### src/rtl/char_shift_buffer_pkg.sv
`default_nettype none
// +--------------------------------------------------------------------------+
// | Package     : char_buf_pkg                                               |
// | Description : Shared defaults and helpers for the character display      |
// |               buffer: default slot width, default blank code and the     |
// |               width of a fill counter able to hold 0..DEPTH.             |
// | Revision    : 1.0 - initial release                                      |
// +--------------------------------------------------------------------------+
package char_buf_pkg;

   // 7-seg code including the decimal point
   localparam int         C_CHAR_W_DEFAULT = 8;
   // all segments off
   localparam logic [7:0] C_BLANK_DEFAULT  = 8'h00;

   // Bits needed to represent every fill level from 0 up to and including depth.
   function automatic int count_width(input int depth);
      return $clog2(depth + 1);
   endfunction

endpackage
`default_nettype wire

### src/rtl/char_shift_buffer_rise_edge.sv
`default_nettype none
// +--------------------------------------------------------------------------+
// | Module      : rise_edge                                                  |
// | Description : Rising-edge detector. Registers the level once per clock   |
// |               and flags the cycle in which the level is high but was low |
// |               at the previous clock, so a held level acts only once.     |
// | Ports       : clk   in  system clock                                     |
// |               rst_n in  async active-low reset (history cleared to 0)    |
// |               level in  level input to watch                             |
// |               rise  out level & ~previous level (combinational)          |
// | Revision    : 1.0 - initial release                                      |
// +--------------------------------------------------------------------------+
module rise_edge (
   input  logic clk,
   input  logic rst_n,
   input  logic level,
   output logic rise
);

   logic r_level_q;

   always_ff @(posedge clk or negedge rst_n) begin
      if (!rst_n) begin
         r_level_q <= 1'b0;
      end else begin
         r_level_q <= level;
      end
   end

   assign rise = level & ~r_level_q;

endmodule
`default_nettype wire

### src/rtl/char_shift_buffer.sv
`default_nettype none
// +--------------------------------------------------------------------------+
// | Module      : char_shift_buffer                                          |
// | Description : Display buffer for decoded Morse characters. Holds up to   |
// |               DEPTH codes, newest in slot 0. Supports append, backspace, |
// |               in-place edit (append + backspace together) and clear,     |
// |               with a selectable drop/scroll policy when full.            |
// | Ports       : clk       in  system clock                                 |
// |               rst_n     in  async active-low reset                       |
// |               push      in  level, rising edge appends char_in           |
// |               backspace in  level, rising edge removes newest char       |
// |               clear     in  level, empties buffer while high             |
// |               char_in   in  code to append / edit                        |
// |               buf_out   out slot i at [i*CHAR_W +: CHAR_W], 0 = newest   |
// |               disp_out  out buf_out, newest char optionally blinked      |
// |               count     out number of valid characters                   |
// |               full      out count == DEPTH                               |
// |               empty     out count == 0                                   |
// |               overflow  out one-cycle pulse on a push at full            |
// | Config      : CHAR_SHIFT_BUFFER_CURSOR_BLINK_EN - when defined, slot 0   |
// |               of disp_out blinks with a half-period of 2**BLINK_DIV clk. |
// | Revision    : 1.0 - initial release                                      |
// +--------------------------------------------------------------------------+
module char_shift_buffer
   import char_buf_pkg::*;
#(
   parameter int                DEPTH     = 8,
   parameter int                CHAR_W    = C_CHAR_W_DEFAULT,
   parameter logic [CHAR_W-1:0] BLANK     = CHAR_W'(C_BLANK_DEFAULT),
   parameter bit                OVERWRITE = 1'b1,
   parameter int                BLINK_DIV = 25
) (
   input  logic                            clk,
   input  logic                            rst_n,
   input  logic                            push,
   input  logic                            backspace,
   input  logic                            clear,
   input  logic [CHAR_W-1:0]               char_in,
   output logic [DEPTH*CHAR_W-1:0]         buf_out,
   output logic [DEPTH*CHAR_W-1:0]         disp_out,
   output logic [count_width(DEPTH)-1:0]   count,
   output logic                            full,
   output logic                            empty,
   output logic                            overflow
);

   localparam int              C_CW    = count_width(DEPTH);
   localparam logic [C_CW-1:0] C_DEPTH = C_CW'(DEPTH);

   logic              w_push_e;
   logic              w_bs_e;
   logic [CHAR_W-1:0] r_slot     [DEPTH];
   logic [CHAR_W-1:0] w_slot_nxt [DEPTH];
   logic [C_CW-1:0]   r_count;
   logic [C_CW-1:0]   w_count_nxt;
   logic              r_overflow;
   logic              w_overflow_nxt;
   logic              w_commit;
   logic              w_is_full;
   logic              w_is_empty;
   logic              w_blink_off;

   rise_edge u_push_edge (
      .clk   (clk),
      .rst_n (rst_n),
      .level (push),
      .rise  (w_push_e)
   );

   rise_edge u_bs_edge (
      .clk   (clk),
      .rst_n (rst_n),
      .level (backspace),
      .rise  (w_bs_e)
   );

   assign w_is_full  = (r_count == C_DEPTH);
   assign w_is_empty = (r_count == '0);

   // w_commit marks any action that changed the newest character, which is
   // what restarts the cursor blink phase. A push dropped at full and a clear
   // are not commits.
   always_comb begin
      w_slot_nxt     = r_slot;
      w_count_nxt    = r_count;
      w_overflow_nxt = 1'b0;
      w_commit       = 1'b0;
      if (clear) begin
         for (int i = 0; i < DEPTH; i++) begin
            w_slot_nxt[i] = BLANK;
         end
         w_count_nxt = '0;
      end else if (w_push_e && w_bs_e && !w_is_empty) begin
         // edit: replace newest in place; an empty buffer falls to plain push
         w_slot_nxt[0] = char_in;
         w_commit      = 1'b1;
      end else if (w_push_e) begin
         if (w_is_full) begin
            w_overflow_nxt = 1'b1;
            if (OVERWRITE) begin
               for (int i = 1; i < DEPTH; i++) begin
                  w_slot_nxt[i] = r_slot[i-1];
               end
               w_slot_nxt[0] = char_in;
               w_commit      = 1'b1;
            end
         end else begin
            for (int i = 1; i < DEPTH; i++) begin
               w_slot_nxt[i] = r_slot[i-1];
            end
            w_slot_nxt[0] = char_in;
            w_count_nxt   = r_count + C_CW'(1);
            w_commit      = 1'b1;
         end
      end else if (w_bs_e && !w_is_empty) begin
         for (int i = 0; i < DEPTH - 1; i++) begin
            w_slot_nxt[i] = r_slot[i+1];
         end
         w_slot_nxt[DEPTH-1] = BLANK;
         w_count_nxt         = r_count - C_CW'(1);
         w_commit            = 1'b1;
      end
   end

   always_ff @(posedge clk or negedge rst_n) begin
      if (!rst_n) begin
         for (int i = 0; i < DEPTH; i++) begin
            r_slot[i] <= BLANK;
         end
         r_count    <= '0;
         r_overflow <= 1'b0;
      end else begin
         r_slot     <= w_slot_nxt;
         r_count    <= w_count_nxt;
         r_overflow <= w_overflow_nxt;
      end
   end

`ifdef CHAR_SHIFT_BUFFER_CURSOR_BLINK_EN
   // Free-running phase counter; its MSB selects the "off" half-period.
   // Restarting on a commit makes a freshly entered char visible at once.
   logic [BLINK_DIV:0] r_blink_cnt;

   always_ff @(posedge clk or negedge rst_n) begin
      if (!rst_n) begin
         r_blink_cnt <= '0;
      end else if (w_commit) begin
         r_blink_cnt <= '0;
      end else begin
         r_blink_cnt <= r_blink_cnt + 1'b1;
      end
   end

   assign w_blink_off = r_blink_cnt[BLINK_DIV] & ~w_is_empty;
`else
   logic w_unused_cfg;

   assign w_blink_off  = 1'b0;
   assign w_unused_cfg = w_commit ^ (BLINK_DIV != 0);
`endif

   for (genvar gi = 0; gi < DEPTH; gi++) begin : g_slot
      assign buf_out[gi*CHAR_W +: CHAR_W] = r_slot[gi];
      if (gi == 0) begin : g_head
         assign disp_out[gi*CHAR_W +: CHAR_W] = w_blink_off ? BLANK : r_slot[gi];
      end else begin : g_tail
         assign disp_out[gi*CHAR_W +: CHAR_W] = r_slot[gi];
      end
   end

   assign count    = r_count;
   assign full     = w_is_full;
   assign empty    = w_is_empty;
   assign overflow = r_overflow;

endmodule
`default_nettype wire
### config.mk
export PLATFORM = sky130hd
export DESIGN_NAME = char_shift_buffer
export DESIGN_NICKNAME = d
export VERILOG_FILES = /design/src/rtl/char_shift_buffer_pkg.sv /design/src/rtl/char_shift_buffer_rise_edge.sv /design/src/rtl/char_shift_buffer.sv
export SDC_FILE = /design/constraint.sdc
export NUM_CORES = 1
export LEC_CHECK = 0
export CAP_MARGIN = 25
export CELL_PAD_IN_SITES_DETAIL_PLACEMENT = 1
export CELL_PAD_IN_SITES_GLOBAL_PLACEMENT = 1
export CORE_ASPECT_RATIO = 0.6
export CORE_UTILIZATION = 36
export CTS_CLUSTER_DIAMETER = 150
export DETAILED_ROUTE_END_ITERATION = 12
export GPL_TIMING_DRIVEN = 1
export PLACE_DENSITY_LB_ADDON = 0.1
export REMOVE_ABC_BUFFERS = 1
export SYNTH_ARGS = -nofsm -noshare
export SYNTH_HDL_FRONTEND = slang
export SYNTH_SLANG_ARGS = --single-unit
### constraint.sdc
create_clock -name clk -period 3.4 [get_ports clk]
set_input_delay 0.34 -clock clk [delete_from_list [all_inputs] [get_ports clk]]
set_output_delay 0.34 -clock clk [all_outputs]
set_load 0.1 [all_outputs]
==> PnR_summary.wiki <==
{| class="wikitable"
! Metric !! Value
|-
| Total length of routed met2 wires || 5.22 mm
|-
| Peak ir drop on the vdd network || 0.384 mV
|-
| Placer's final routability congestion estimate || 0.762
|-
| Floorplan row count || 29
|-
| Crit share post-route || 0.705
|-
| Top cell family by delay on the critical path || buffers and inverters
|-
| Post-synthesis area per instance || 8.99 um^2
|-
| Sequential fraction of the synthesis area || 0.434
|-
| Main flop type after synthesis || dfrtp_1
|-
| Clock Tree Root || clkbuf_16
|-
| First-pass detailed-route iteration total || 4
|-
| Width of the chip || 140 um
|-
| Overall fraction of global-route tracks in use || 0.202
|-
| Ordered cell list for the critical path || clkdlybuf4s50_1
|-
| Tightest slew margin relative to the limit || 0.328
|-
| Status || completed
|-
| Antenna violations before repair || 0
|-
| Pin count of the biggest net entering global routing || 74
|-
| Pwr dens || 799 nW/um^2
|-
| Layout-stage area growth over the synthesis result || 32.8%
|-
| Worst flop-to-flop path endpoint || buf_out[31]
|-
| Mapped Area || 4090 um^2
|-
| Least-Margin Pin Slew || 1.01 ns
|-
| Total routed wire length on the met1 layer || 5.52 mm
|-
| Max clock buf depth || 2
|-
| Register-to-register path setup slack || 1.15 ns
|-
| Htree depth || 3
|-
| Via count || 3631
|-
| Layout cells sized above 1 || 0.0594
|-
| Top cells by count, synth || 91 x nand2_1, 71 x dfrtp_1, 65 x buf_4
|-
| Number of enable flip-flop cells after synthesis || 0
|-
| CP endpoint || count[1]
|-
| Vertical die dimension || 84.6 um
|-
| Startpoint of the worst register-to-register path || count[1]
|-
| Post-CTS resize count || 0
|-
| Highest metal layer with signal wires || met4
|-
| Global-route wire length before repair || 18.9 mm
|-
| Final Hold Fails || 0
|-
| Worst Setup Path Type || reg -> out
|-
| Core footprint || 10800 um^2
|-
| Core utilization of the finished layout || 0.502
|-
| Antenna-violating nets left || 0
|-
| Setup repair after global routing missed its margin || no
|-
| CP bufs+invs || 1
|-
| Setup Buffers After CTS || 0
|-
| CP max FO || 8
|-
| Hold Buf Count CTS || 0
|-
| Avg Vias per Cell || 5.49
|-
| Residual DRC || 0
|-
| Critical path's slowest cell || clkdlybuf4s50_1
|-
| Max Fclk || 417 MHz
|-
| Met3 wire length || 627 um
|-
| Fraction of post-synthesis cell area in the top cell type by area || 0.434
|-
| Number of global-route vias before repair || 3598
|-
| Leak Pwr || 2.13 nW
|-
| Placed insts || 645
|-
| Max cap viols || 0
|-
| Input/output buffers || 147
|-
| Die area || 11800 um^2
|-
| Number of diodes || 0
|-
| Worst-Skew Late Latency || 0.34 ns
|-
| DRT iter0 DRCs || 235
|-
| Drt wl/cell || 17.4 um
|-
| Most repeated cell in the gate-level netlist after synthesis || nand2_1
|-
| Number of clock buffers inserted by TritonCTS || 9
|-
| Number of cells in the finished layout apart from fillers || 661
|-
| Count of final setup violators || 0
|-
| Post-synth cell types || 30
|-
| Final design area excluding fillers || 5430 um^2
|-
| Main area contributors after synthesis || dfrtp_1 43%, buf_4 12%, a311oi_1 10%
|-
| Total clock sinks || 71
|-
| Placement Cell Area || 5140 um^2
|-
| Post-layout power || 4.34 mW
|-
| Sum of net half-perimeters after detailed placement || 7.46 mm
|-
| Kind of end point of the critical path || primary output
|-
| Cell count of the worst reg-to-reg path || 5
|-
| Count of yosys warnings during synthesis || 0
|-
| Number of cells produced by synthesis || 455
|-
| Post-detailed-routing wire length || 11.5 mm
|-
| CP Data Required Time || 3.06 ns
|-
| #FFs+latches synth || 71
|-
| CP startpoint kind || flip-flop
|-
| Number of pins with negative max-slew slack in the final report || 0
|-
| Startpoint of the most critical setup path || count[1]
|-
| Aggregate negative setup slack || 0 ns
|-
| Data arrival time of the critical path || 2.06 ns
|-
| Shortest period the worst path allows || 2.40 ns
|-
| Worst path max stage delay || 1.20 ns
|-
| Clock slew at reported path FFs || 0.06 ns
|-
| Initial cell density of the core || 0.378
|-
| Async set-or-reset flop fraction in the synthesized netlist || 1.00
|-
| TritonCTS clock tree || done
|-
| Cell type with the largest total area after synthesis || dfrtp_1
|-
| Final layout net count || 532
|-
| Count of cell instances traversed by the critical path || 1
|-
| Worst clock skew on the final layout || 0.00995 ns
|-
| Leftover overflow at the end of global routing || 0
|-
| Type of the most critical hold path || in -> async
|-
| Fillers || 1227
|-
| Number of top-level design ports || 148
|}
cells by family after synthesis:
| kind of cell | after synthesis | share of synthesized area |
|---|---|---|
| compound gates | 102 | 0.195 |
| xor+xnor | 4 | 0.00856 |
| fa+ha+maj | 2 | 0.00612 |
| buf+inv | 106 | 0.163 |
| flops | 71 | 0.434 |
| mux | 10 | 0.0248 |
| simple gates | 160 | 0.169 |
how the worst min path moves through the flow:
stage | from | cells after the start | end | slack, ns
after global routing | rst_n | 1 | buf_out[2] | 0.20
after floorplan | rst_n | 0 | buf_out[0] | 0.04
after detailed placement | rst_n | 1 | buf_out[2] | 0.53
after global placement | rst_n | 1 | buf_out[10] | 0.54
final | rst_n | 1 | buf_out[2] | 0.12
after CTS | rst_n | 1 | buf_out[2] | 0.17
state kept, by name (all words and copies together), names as in the netlist:
| signal | flops |
|---|---|
| u_bs_edge.r_level_q | 1 |
| buf_out | 64 |
| count | 4 |
| overflow | 1 |
| u_push_edge.r_level_q | 1 |
final cells by class:
class                   count  area, um^2  area share
flip-flops and latches     71        1780       0.327
multi-input cells         278        1660       0.306
repair buffers            155        1520       0.280
clock buffers              13         250      0.0461
well taps                 139         174      0.0320
clock inverters             3        42.5     0.00783
inverters                   2        7.51     0.00138
per-stage QoR:
stage               hold WS, ns  setup WS [ns]
global route              0.196          0.946
detailed placement        0.530          0.837
finish                    0.121           1.00
floorplan                0.0444          -3.49
global placement          0.543          0.917
CTS                       0.172          0.994
report_power, final:
part	total, mW	internal (mW)	switching [mW]	leakage, nW
clock	0.941	0.587	0.353	0.140
sequential	1.09	0.945	0.140	0.963
combinational	2.31	0.489	1.82	1.03
cell usage in the layout, fill, tap and decap left out:
| master | synthesis | final |
|---|---|---|
| inv_2 | 0 | 1 |
| nor2b_4 | 0 | 1 |
| clkbuf_16 | 0 | 9 |
| clkdlybuf4s50_1 | 0 | 143 |
| dfrtp_1 | 71 | 71 |
| a311oi_1 | 47 | 47 |
| ha_1 | 2 | 2 |
| or3_1 | 1 | 1 |
| nor4_4 | 1 | 1 |
| clkinv_2 | 0 | 1 |
| clkinvlp_4 | 0 | 1 |
| mux2i_1 | 9 | 9 |
| nor4b_1 | 2 | 2 |
| mux2_2 | 1 | 1 |
| inv_1 | 1 | 1 |
| a21oi_1 | 4 | 4 |
| xnor2_1 | 4 | 4 |
| and2_1 | 15 | 15 |
| a211oi_1 | 38 | 38 |
| nor3b_4 | 0 | 1 |
| nand3_1 | 3 | 3 |
| a22oi_1 | 1 | 1 |
| buf_4 | 65 | 11 |
| nor2_1 | 43 | 43 |
| buf_2 | 13 | 1 |
| clkbuf_8 | 0 | 1 |
| bufinv_16 | 0 | 1 |
| o21ai_0 | 1 | 1 |
| a31oi_1 | 10 | 10 |
| clkbuf_1 | 22 | 3 |
| or3b_2 | 0 | 1 |
| nand2_1 | 91 | 91 |
| and3_1 | 1 | 1 |
| o21ai_1 | 1 | 1 |
metal layers:
layer  global-route usage  up-vias
li1                     -     1678
met1                0.271     1825
met2                0.328      116
met3               0.0548       12
met4               0.0420        0
met5                    0        -
(Power assumes the default switching activity.)
